<file path="config.mk">
export PLATFORM = sky130hd
export DESIGN_NAME = encoder_32to5_pending_flat
export DESIGN_NICKNAME = d
export VERILOG_FILES = /design/src/rtl/encoder_32to5_pending_if.sv /design/src/rtl/encoder_32to5_pending.sv /design/src/flat_wrapper.sv
export SDC_FILE = /design/constraint.sdc
export NUM_CORES = 1
export LEC_CHECK = 0
export CORE_UTILIZATION = 54
export DETAILED_ROUTE_END_ITERATION = 7
export PLACE_DENSITY = 0.83
export SLEW_MARGIN = 20
export SYNTH_ARGS = -nofsm -noshare
export SYNTH_HDL_FRONTEND = slang
export SYNTH_SLANG_ARGS = --single-unit
</file>
<file path="constraint.sdc">
create_clock -name clk -period 11.94 [get_ports clk]
set_clock_uncertainty 0.1 [all_clocks]
set_input_delay 1.194 -clock clk [delete_from_list [all_inputs] [get_ports clk]]
set_output_delay 1.194 -clock clk [all_outputs]
set_load 0.01 [all_outputs]
</file>
<file path="src/rtl/encoder_32to5_pending_if.sv">
// Request/grant bundle for the 32-to-5 pending priority encoder.
// The master side drives requests, masks and the ack; the slave side
// (the encoder) returns the presented index, grant pulse and pending count.
interface encoder_32to5_pending_if #(
    parameter int WIDTH = 32,
    parameter int IDX_W = 5
);
    logic               en;
    logic [0:WIDTH-1]   req_in;
    logic [0:WIDTH-1]   mask_in;
    logic               flush;
    logic               ack;
    logic               valid_out;
    logic [IDX_W-1:0]   idx_out;
    logic               grant_valid;
    logic [IDX_W-1:0]   grant_idx;
    logic [IDX_W:0]     pend_cnt;

    modport master (
        output en, req_in, mask_in, flush, ack,
        input  valid_out, idx_out, grant_valid, grant_idx, pend_cnt
    );

    modport slave (
        input  en, req_in, mask_in, flush, ack,
        output valid_out, idx_out, grant_valid, grant_idx, pend_cnt
    );
endinterface

</file>
<file path="src/rtl/encoder_32to5_pending.sv">
// Sequenced 32-to-5 priority encoder with a pending-request register.
// Request pulses are latched into a pending vector; the lowest-numbered
// unmasked pending source is presented as a binary index and retired when
// the consumer acks it. Masked sources stay pending and keep counting.
module encoder_32to5_pending #(
    parameter int WIDTH = 32,
    parameter int IDX_W = 5
) (
    input logic                     clk,
    input logic                     reset,
    encoder_32to5_pending_if.slave  bus
);

    logic [0:WIDTH-1]   pend_r;
    logic               grant_valid_r;
    logic [IDX_W-1:0]   grant_idx_r;
    logic [IDX_W:0]     pend_cnt_r;

    logic [0:WIDTH-1]   vis_s;
    logic               valid_s;
    logic [IDX_W-1:0]   idx_s;
    logic               accept_s;
    logic [0:WIDTH-1]   clr_s;
    logic [0:WIDTH-1]   pend_nxt_s;

    // Index of the lowest set bit; scanning downward lets the lowest win.
    function automatic logic [IDX_W-1:0] lowest_index(input logic [0:WIDTH-1] v);
        logic [IDX_W-1:0] idx;
        idx = {IDX_W{1'b0}};
        for (int i = WIDTH - 1; i >= 0; i--) begin
            if (v[i]) begin
                idx = IDX_W'(i);
            end else begin
                idx = idx;
            end
        end
        return idx;
    endfunction

    // Number of set bits in a request-sized vector.
    function automatic logic [IDX_W:0] popcount(input logic [0:WIDTH-1] v);
        logic [IDX_W:0] cnt;
        cnt = {(IDX_W + 1){1'b0}};
        for (int i = 0; i < WIDTH; i++) begin
            cnt = cnt + {{IDX_W{1'b0}}, v[i]};
        end
        return cnt;
    endfunction

    // Presented index, accept decision and next pending vector.
    always_comb begin
        vis_s   = pend_r & ~bus.mask_in;
        valid_s = bus.en & (|vis_s);
        if (valid_s) begin
            idx_s = lowest_index(vis_s);
        end else begin
            idx_s = {IDX_W{1'b0}};
        end
        // Flush outranks ack, so an ack in a flush cycle is never accepted.
        accept_s = valid_s & bus.ack & ~bus.flush;
        clr_s    = {WIDTH{1'b0}};
        for (int i = 0; i < WIDTH; i++) begin
            clr_s[i] = accept_s & (idx_s == IDX_W'(i));
        end
        // Set wins: a request on the bit being acked keeps it pending.
        if (bus.flush) begin
            pend_nxt_s = {WIDTH{1'b0}};
        end else begin
            pend_nxt_s = (pend_r & ~clr_s) | bus.req_in;
        end
    end

    // Pending vector, grant record and population count.
    always_ff @(posedge clk) begin
        if (reset) begin
            pend_r        <= {WIDTH{1'b0}};
            grant_valid_r <= 1'b0;
            grant_idx_r   <= {IDX_W{1'b0}};
            pend_cnt_r    <= {(IDX_W + 1){1'b0}};
        end else begin
            pend_r        <= pend_nxt_s;
            grant_valid_r <= accept_s;
            if (accept_s) begin
                grant_idx_r <= idx_s;
            end else begin
                grant_idx_r <= grant_idx_r;
            end
            // Count of the next pending value keeps pend_cnt equal to popcount(P).
            pend_cnt_r    <= popcount(pend_nxt_s);
        end
    end

    assign bus.valid_out   = valid_s;
    assign bus.idx_out     = idx_s;
    assign bus.grant_valid = grant_valid_r;
    assign bus.grant_idx   = grant_idx_r;
    assign bus.pend_cnt    = pend_cnt_r;

endmodule

</file>
<file path="src/flat_wrapper.sv">
// flat-port wrapper written by rule: the top's interface ports become plain ports
module encoder_32to5_pending_flat 
#(
    parameter int WIDTH = 32,
    parameter int IDX_W = 5
)
  (clk, reset, bus_en, bus_req_in, bus_mask_in, bus_flush, bus_ack, bus_valid_out, bus_idx_out, bus_grant_valid, bus_grant_idx, bus_pend_cnt);
  encoder_32to5_pending_if #(.WIDTH(WIDTH), .IDX_W(IDX_W)) bus_i ();
  input logic clk;
  input logic reset;
  input wire logic [$bits(bus_i.en)-1:0] bus_en;
  input wire logic [$bits(bus_i.req_in)-1:0] bus_req_in;
  input wire logic [$bits(bus_i.mask_in)-1:0] bus_mask_in;
  input wire logic [$bits(bus_i.flush)-1:0] bus_flush;
  input wire logic [$bits(bus_i.ack)-1:0] bus_ack;
  output wire logic [$bits(bus_i.valid_out)-1:0] bus_valid_out;
  output wire logic [$bits(bus_i.idx_out)-1:0] bus_idx_out;
  output wire logic [$bits(bus_i.grant_valid)-1:0] bus_grant_valid;
  output wire logic [$bits(bus_i.grant_idx)-1:0] bus_grant_idx;
  output wire logic [$bits(bus_i.pend_cnt)-1:0] bus_pend_cnt;
  assign bus_i.en = bus_en;
  assign bus_i.req_in = bus_req_in;
  assign bus_i.mask_in = bus_mask_in;
  assign bus_i.flush = bus_flush;
  assign bus_i.ack = bus_ack;
  assign bus_valid_out = bus_i.valid_out;
  assign bus_idx_out = bus_i.idx_out;
  assign bus_grant_valid = bus_i.grant_valid;
  assign bus_grant_idx = bus_i.grant_idx;
  assign bus_pend_cnt = bus_i.pend_cnt;
  encoder_32to5_pending #(.WIDTH(WIDTH), .IDX_W(IDX_W)) u_core (.clk(clk), .reset(reset), .bus(bus_i));
endmodule
</file>
# After elaboration in Yosys (flattened, before gate mapping)
# Index checks and enable logic that the tools add are counted.
[totals]
word_cells = 143
inputBits = 69
output_inout_bits = 18
register_bits = 44
[classes]
n_bitwise = 41
eq_ne = 31
n_mux = 34
n_addsub = 31
reduce_logical = 2
[ops]
columns = ["op", "n"]
rows = [
  ["$add A6 B1 Y6", 30],
  ["$mux W5", 33],
  ["$eq A5 B5 Y1 const B", 16],
  ["$and A32 B32 Y32", 2],
  ["$not A32 Y32", 2],
  ["$eq A5 B4 Y1 const B", 8],
  ["$and A1 B1 Y1", 35],
  ["$mux W32", 1],
  ["$or A32 B32 Y32", 1],
  ["$reduce_or A32 Y1", 1],
  ["$eq A5 B3 Y1 const B", 4],
  ["$eq A5 B2 Y1 const B", 2],
  ["$eq A5 B1 Y1 const B", 1],
  ["$logic_not A5 Y1", 1],
  ["$add A1 B1 Y2", 1],
  ["$not A1 Y1", 1],
]

# Depth between registers and ports, before layout
[depth]
depth_word = 72
depth_mapped = 26
depth_no_buf = 25

# Worst setup path after synthesis
# Ideal clock, no wire load.
[synth_timing]
path_type = "input to register"
start = "input bus_mask_in[15]"
end = "register u_core.pend_cnt_r[4], in the netlist u_core.bus.pend_cnt[4]"
setup_time_ns = 0.128
stages = 22
required_time_ns = 11.712
t_arrival_ns = 7.315
path_buffers = 0
path_slack_ns = 4.398
cell_sequence = "nor2b_1 nor4_2 nand4_1 o311a_2 nand4_2 nor3_1 or3_1 fa_1 fa_1 inv_1 fa_1 inv_1 fa_1 fa_1 fa_1 fa_1 fa_1 inv_1 a21o_1 a21oi_1 xor2_1 nor2_1"
[synth_between]
elab_chain_len = 57
elab_cells_between_ends = 123
cone_classes = "add/sub: 31; eq/ne: 31; mux: 19; bitwise: 40; reduce/logical: 2"
[synth_lines]
columns = ["item", "line", "source"]
rows = [
  ["from (decl)", "flat_wrapper.sv:13", "input wire logic [$bits(bus_i.mask_in)-1:0] bus_mask_in;"],
  ["$not A32 Y32 *", "encoder_32to5_pending.sv:52", "vis_s = pend_r & ~bus.mask_in;"],
  ["$and A32 B32 Y32 *", "encoder_32to5_pending.sv:52", ""],
  ["$mux W5 (17 in series)", "encoder_32to5_pending.sv:31", "if (v[i]) begin"],
  ["$mux W5", "encoder_32to5_pending.sv:54", "if (valid_s) begin"],
  ["$eq A5 B1 Y1 / $logic_not A5 Y1 (equally long branches)", "encoder_32to5_pending.sv:63", "clr_s[i] = accept_s & (idx_s == IDX_W'(i));"],
  ["$and A1 B1 Y1", "encoder_32to5_pending.sv:63", ""],
  ["$not A32 Y32 *", "encoder_32to5_pending.sv:69", "pend_nxt_s = (pend_r & ~clr_s) | bus.req_in;"],
  ["$and A32 B32 Y32 *", "encoder_32to5_pending.sv:69", ""],
  ["$or A32 B32 Y32 *", "encoder_32to5_pending.sv:69", ""],
  ["$mux W32 *", "encoder_32to5_pending.sv:66", "if (bus.flush) begin"],
  ["$add A1 B1 Y2", "encoder_32to5_pending.sv:45", "cnt = cnt + {{IDX_W{1'b0}}, v[i]};"],
  ["$add A6 B1 Y6 (29 in series)", "encoder_32to5_pending.sv:45", ""],
  ["$add A6 B1 Y6 *", "encoder_32to5_pending.sv:45", ""],
  ["to (signal assigned)", "encoder_32to5_pending.sv:79", "pend_cnt_r <= {(IDX_W + 1){1'b0}};"],
  ["to (signal assigned)", "encoder_32to5_pending.sv:89", "pend_cnt_r <= popcount(pend_nxt_s);"],
  ["to (decl)", "encoder_32to5_pending.sv:17", "logic [IDX_W:0] pend_cnt_r;"],
]
# Mark *: on every way between the ends. The rest lies on a longest branch, timed or not.
# A chain may end at the register's enable or synchronous reset.

# Worst setup path in the final report
# Ends and elaborated chain as after synthesis.

==> impl_results.md <==
* Kind of critical path: input port to flip-flop
* Antenna cells at 0
* Portion of netlist area occupied by mux cells at less than 1%
* TritonCTS Buffers at 5
* Rel. slew slack at 54.2%
* DP Area at around 4400 um^2
* WL met3 at 746 um
* Period utilization at 69.0%
* Worst Tran Pin Value at 0.686 ns
* Total Routing Usage GR at between 30% and 40%
* MaxCap Viol Count at 0
* Syn. warnings at 0
* Power per cell area at ~160 nW/um^2
* Hold endpoint: u_core.bus.grant_idx[1]
* R2R cell count at 21
* Metal-1 WL at approximately 4600 um
* Die area at roughly 6800 um^2
* Setup ws final at 3.70 ns
* Wire per inst at between 15 and 20 um
* Crit path max-delay family: adder cells
* H-tree Lvls at 2
* Post-synth EDFFs at 0
* Die X at between 80 and 90 um
* Req. time, crit path at around 12 ns
* Area fraction in compound gates after synthesis at between 10% and 20%
* Startpoint Class: input port
* Drt total wl at between 10000 and 15000 um
* Fin area at ~4500 um^2
* First-pass GRT wire length at between 15000 and 20000 um
* Post-Synth Adder-Cell Area at 16.6%
* Crit Path Max Fanout at 12
* Status: finished, final reports clean
* Leak at around 1.8 nW
* Post-Synth XOR/XNOR Area at less than 1%
* Max layer used: met4
* Setup repair after global routing missed its margin: false
* Post-CTS sizing at 0
* Starting Density at about 57%
* Core footprint at around 6000 um^2
* Reg-to-reg slack, setup at about 4.6 ns
* Dpl cells at roughly 570
* Drt initial violations at 194
* Pre-CTS setup slack at about 3.4 ns
* Buffer and inverter count on the worst path at 3
* Critical Path AT at just over 8 ns
* Initial antenna violation count at 0
* CP max stage cell: fa_1
* Postcts setup bufs at 0
* Post-synthesis sequential area ratio at between 20% and 30%
* Overflow after GRT at 0
* Cell mode on critical path: fa_1
* IO Port Bufs at 86
* Final min period at around 8 ns
* Synth area leaders: dfxtp_1, fa_1, nor2_1
* Syn Nets at 518
* Setup TNS at 0 ns
* Most common library cells after synthesis: nor2_1, dfxtp_1, nor3_1
* CTS Sinks at 44
* Area growth syn-to-layout at 29.3%
* Reg2reg end: u_core.bus.pend_cnt[4]
* R2r startpoint: u_core.pend_r[21]
* Root Driver: clkbuf_8
* Via count at 3520
* Most frequent cell after synthesis: nor2_1
* Hold path cells at 2
* Largest net degree at the start of global routing at 36
* Wire length on met2 at 5040 um
* Reg clk slew, reported paths at 0.09 ns
* Detail Placement HPWL at 8720 um
* Hold Startpoint: u_core.bus.grant_idx[1]
* Netlist Area Pre-Place at 3500 um^2
* ANT nets after route at 0
* Share of synthesized registers carrying an async set or reset at 0%
* #FFs+latches synth at between 40 and 50
* Fmax at 0.121 GHz
* Number of top-level pins at 87
* Worst hold-check path type: flip-flop to flip-flop
* CTS Hold Bufs at 0
* Cell taking the most area after synthesis: dfxtp_1
* Synth Instances at about 420
* Top_reg_cell synth: dfxtp_1
* VDD IR-drop max at ~0.27 mV
* Num rows at 28
* CTS max path bufs at 2
* Residual DRC at 0
* Vias in the first global route at approximately 3300
* Placer Congestion at about 0.87
* CTS tree: built
* Number of library cell types mapped by synthesis at between 60 and 70
* Simple-gate share of the synthesized area at between 30% and 40%
* Final nets at approximately 600
* Die H at 82.5 um
* Mean Syn Cell Area at 8.39 um^2
* CP peak stage delay at ~0.60 ns
* Crit end category: flip-flop
* Final Hold Vio Count at 0
* Final setup violation count at 0
* Largest family of logic cells by synthesized area: simple AND/OR/NAND/NOR gates
* Worst path cell trace: clkdlybuf4s50_1 -> nor2b_1 -> nor4_2 -> nand4_1 -> o311ai_2 -> or2_4 -> inv_2 -> nor4_1 -> or3_1 -> fa_1 -> fa_1 -> fa_1 -> fa_1 -> fa_1 -> fa_1 -> fa_1 -> fa_1 -> inv_1 -> a21o_1 -> a21oi_1 -> xor2_1 -> nor2_1
* Post-synth top area share at between 20% and 30%
* Clk_lat worst skew at 0.30 ns
* Final max-slew violation count at 0
* Non-filler cells, final at 574
* Layout cells sized above 1 at under 10%
* DR pass1 iterations at 4
* Vias/cell at between 6 and 7
-- worst min-delay path, delay by kind of cell, from the launching register on --
family             cells  cell delay, ns
DFF                    1            0.32
and+or+nand+nor        1            0.05
AOI/OAI and AO/OA      1            0.05
-- sequential cells by signal, indices dropped and copies added (netlist names) --
name and count:
u_core.bus.grant_idx 5, u_core.bus.grant_valid 1, u_core.bus.pend_cnt 6, u_core.pend_r 32
-- layout by cell type (no fill, tap or decap), types with 6 or more instances in the layout --
cell	count
clkbuf_8	6
a211oi_1	9
or3_1	13
nor2b_1	20
dfxtp_1	44
ha_1	8
nand2b_1	25
nor2_1	64
inv_1	29
nor4_1	11
nor3_1	33
o31ai_1	9
fa_1	24
a21oi_1	13
clkdlybuf4s50_1	86
o31a_1	10
nand2_1	14
-- per-stage QoR --
stage	utilization [%]	power [mW]	hold slack (ns)
detailed placement	72.2	0.610	0.350
global placement	72.2	0.604	0.343
finish	74.2	0.734	0.361
CTS	74.2	0.738	0.363
global route	74.2	0.798	0.387
floorplan	-	0.482	0.374
-- report_power, final --
group / switching [mW] / total, mW / internal [mW] / leakage [nW]
Sequential: 0.00662 / 0.168 / 0.161 / 0.362
Clock: 0.0546 / 0.123 / 0.0685 / 0.0614
Combinational: 0.237 / 0.443 / 0.206 / 1.36
-- worst max path at each step --
stage,start,to,slack (ns),cells after the start
floorplan,bus_mask_in[15],u_core.bus.pend_cnt[4],4.40,22
global placement,bus_mask_in[15],u_core.bus.pend_cnt[4],3.44,23
detailed placement,bus_mask_in[15],u_core.bus.pend_cnt[4],3.36,21
CTS,bus_mask_in[15],u_core.bus.pend_cnt[4],3.70,23
global route,bus_mask_in[15],u_core.bus.pend_cnt[4],3.30,23
finish,bus_mask_in[15],u_core.bus.pend_cnt[4],3.70,22
-- layer usage --
metal | vias to the layer above | track usage [%]
met2 | 155 | 55.8
li1 | 1664 | -
met3 | 20 | 4.62
met1 | 1681 | 44.0
met5 | - | 0
met4 | 0 | 9.30
-- cell type report --
type	instances	area (um^2)
multi-input cells	329	2440
fillers	496	1580
flip-flops and latches	44	881
repair buffers	87	868
inverters	31	116
well taps	75	93.8
clock buffers	6	82.6
clock inverters	2	38.8
-- cell families after synthesis --
family,Yosys count
adders and majority gates,32
muxes,1
and+or+nand+nor,219
xor gates and xnor gates,3
buffers and inverters,44
AOI/OAI and AO/OA,74
DFF,44
No activity file was read; power rests on OpenSTA's default activity.
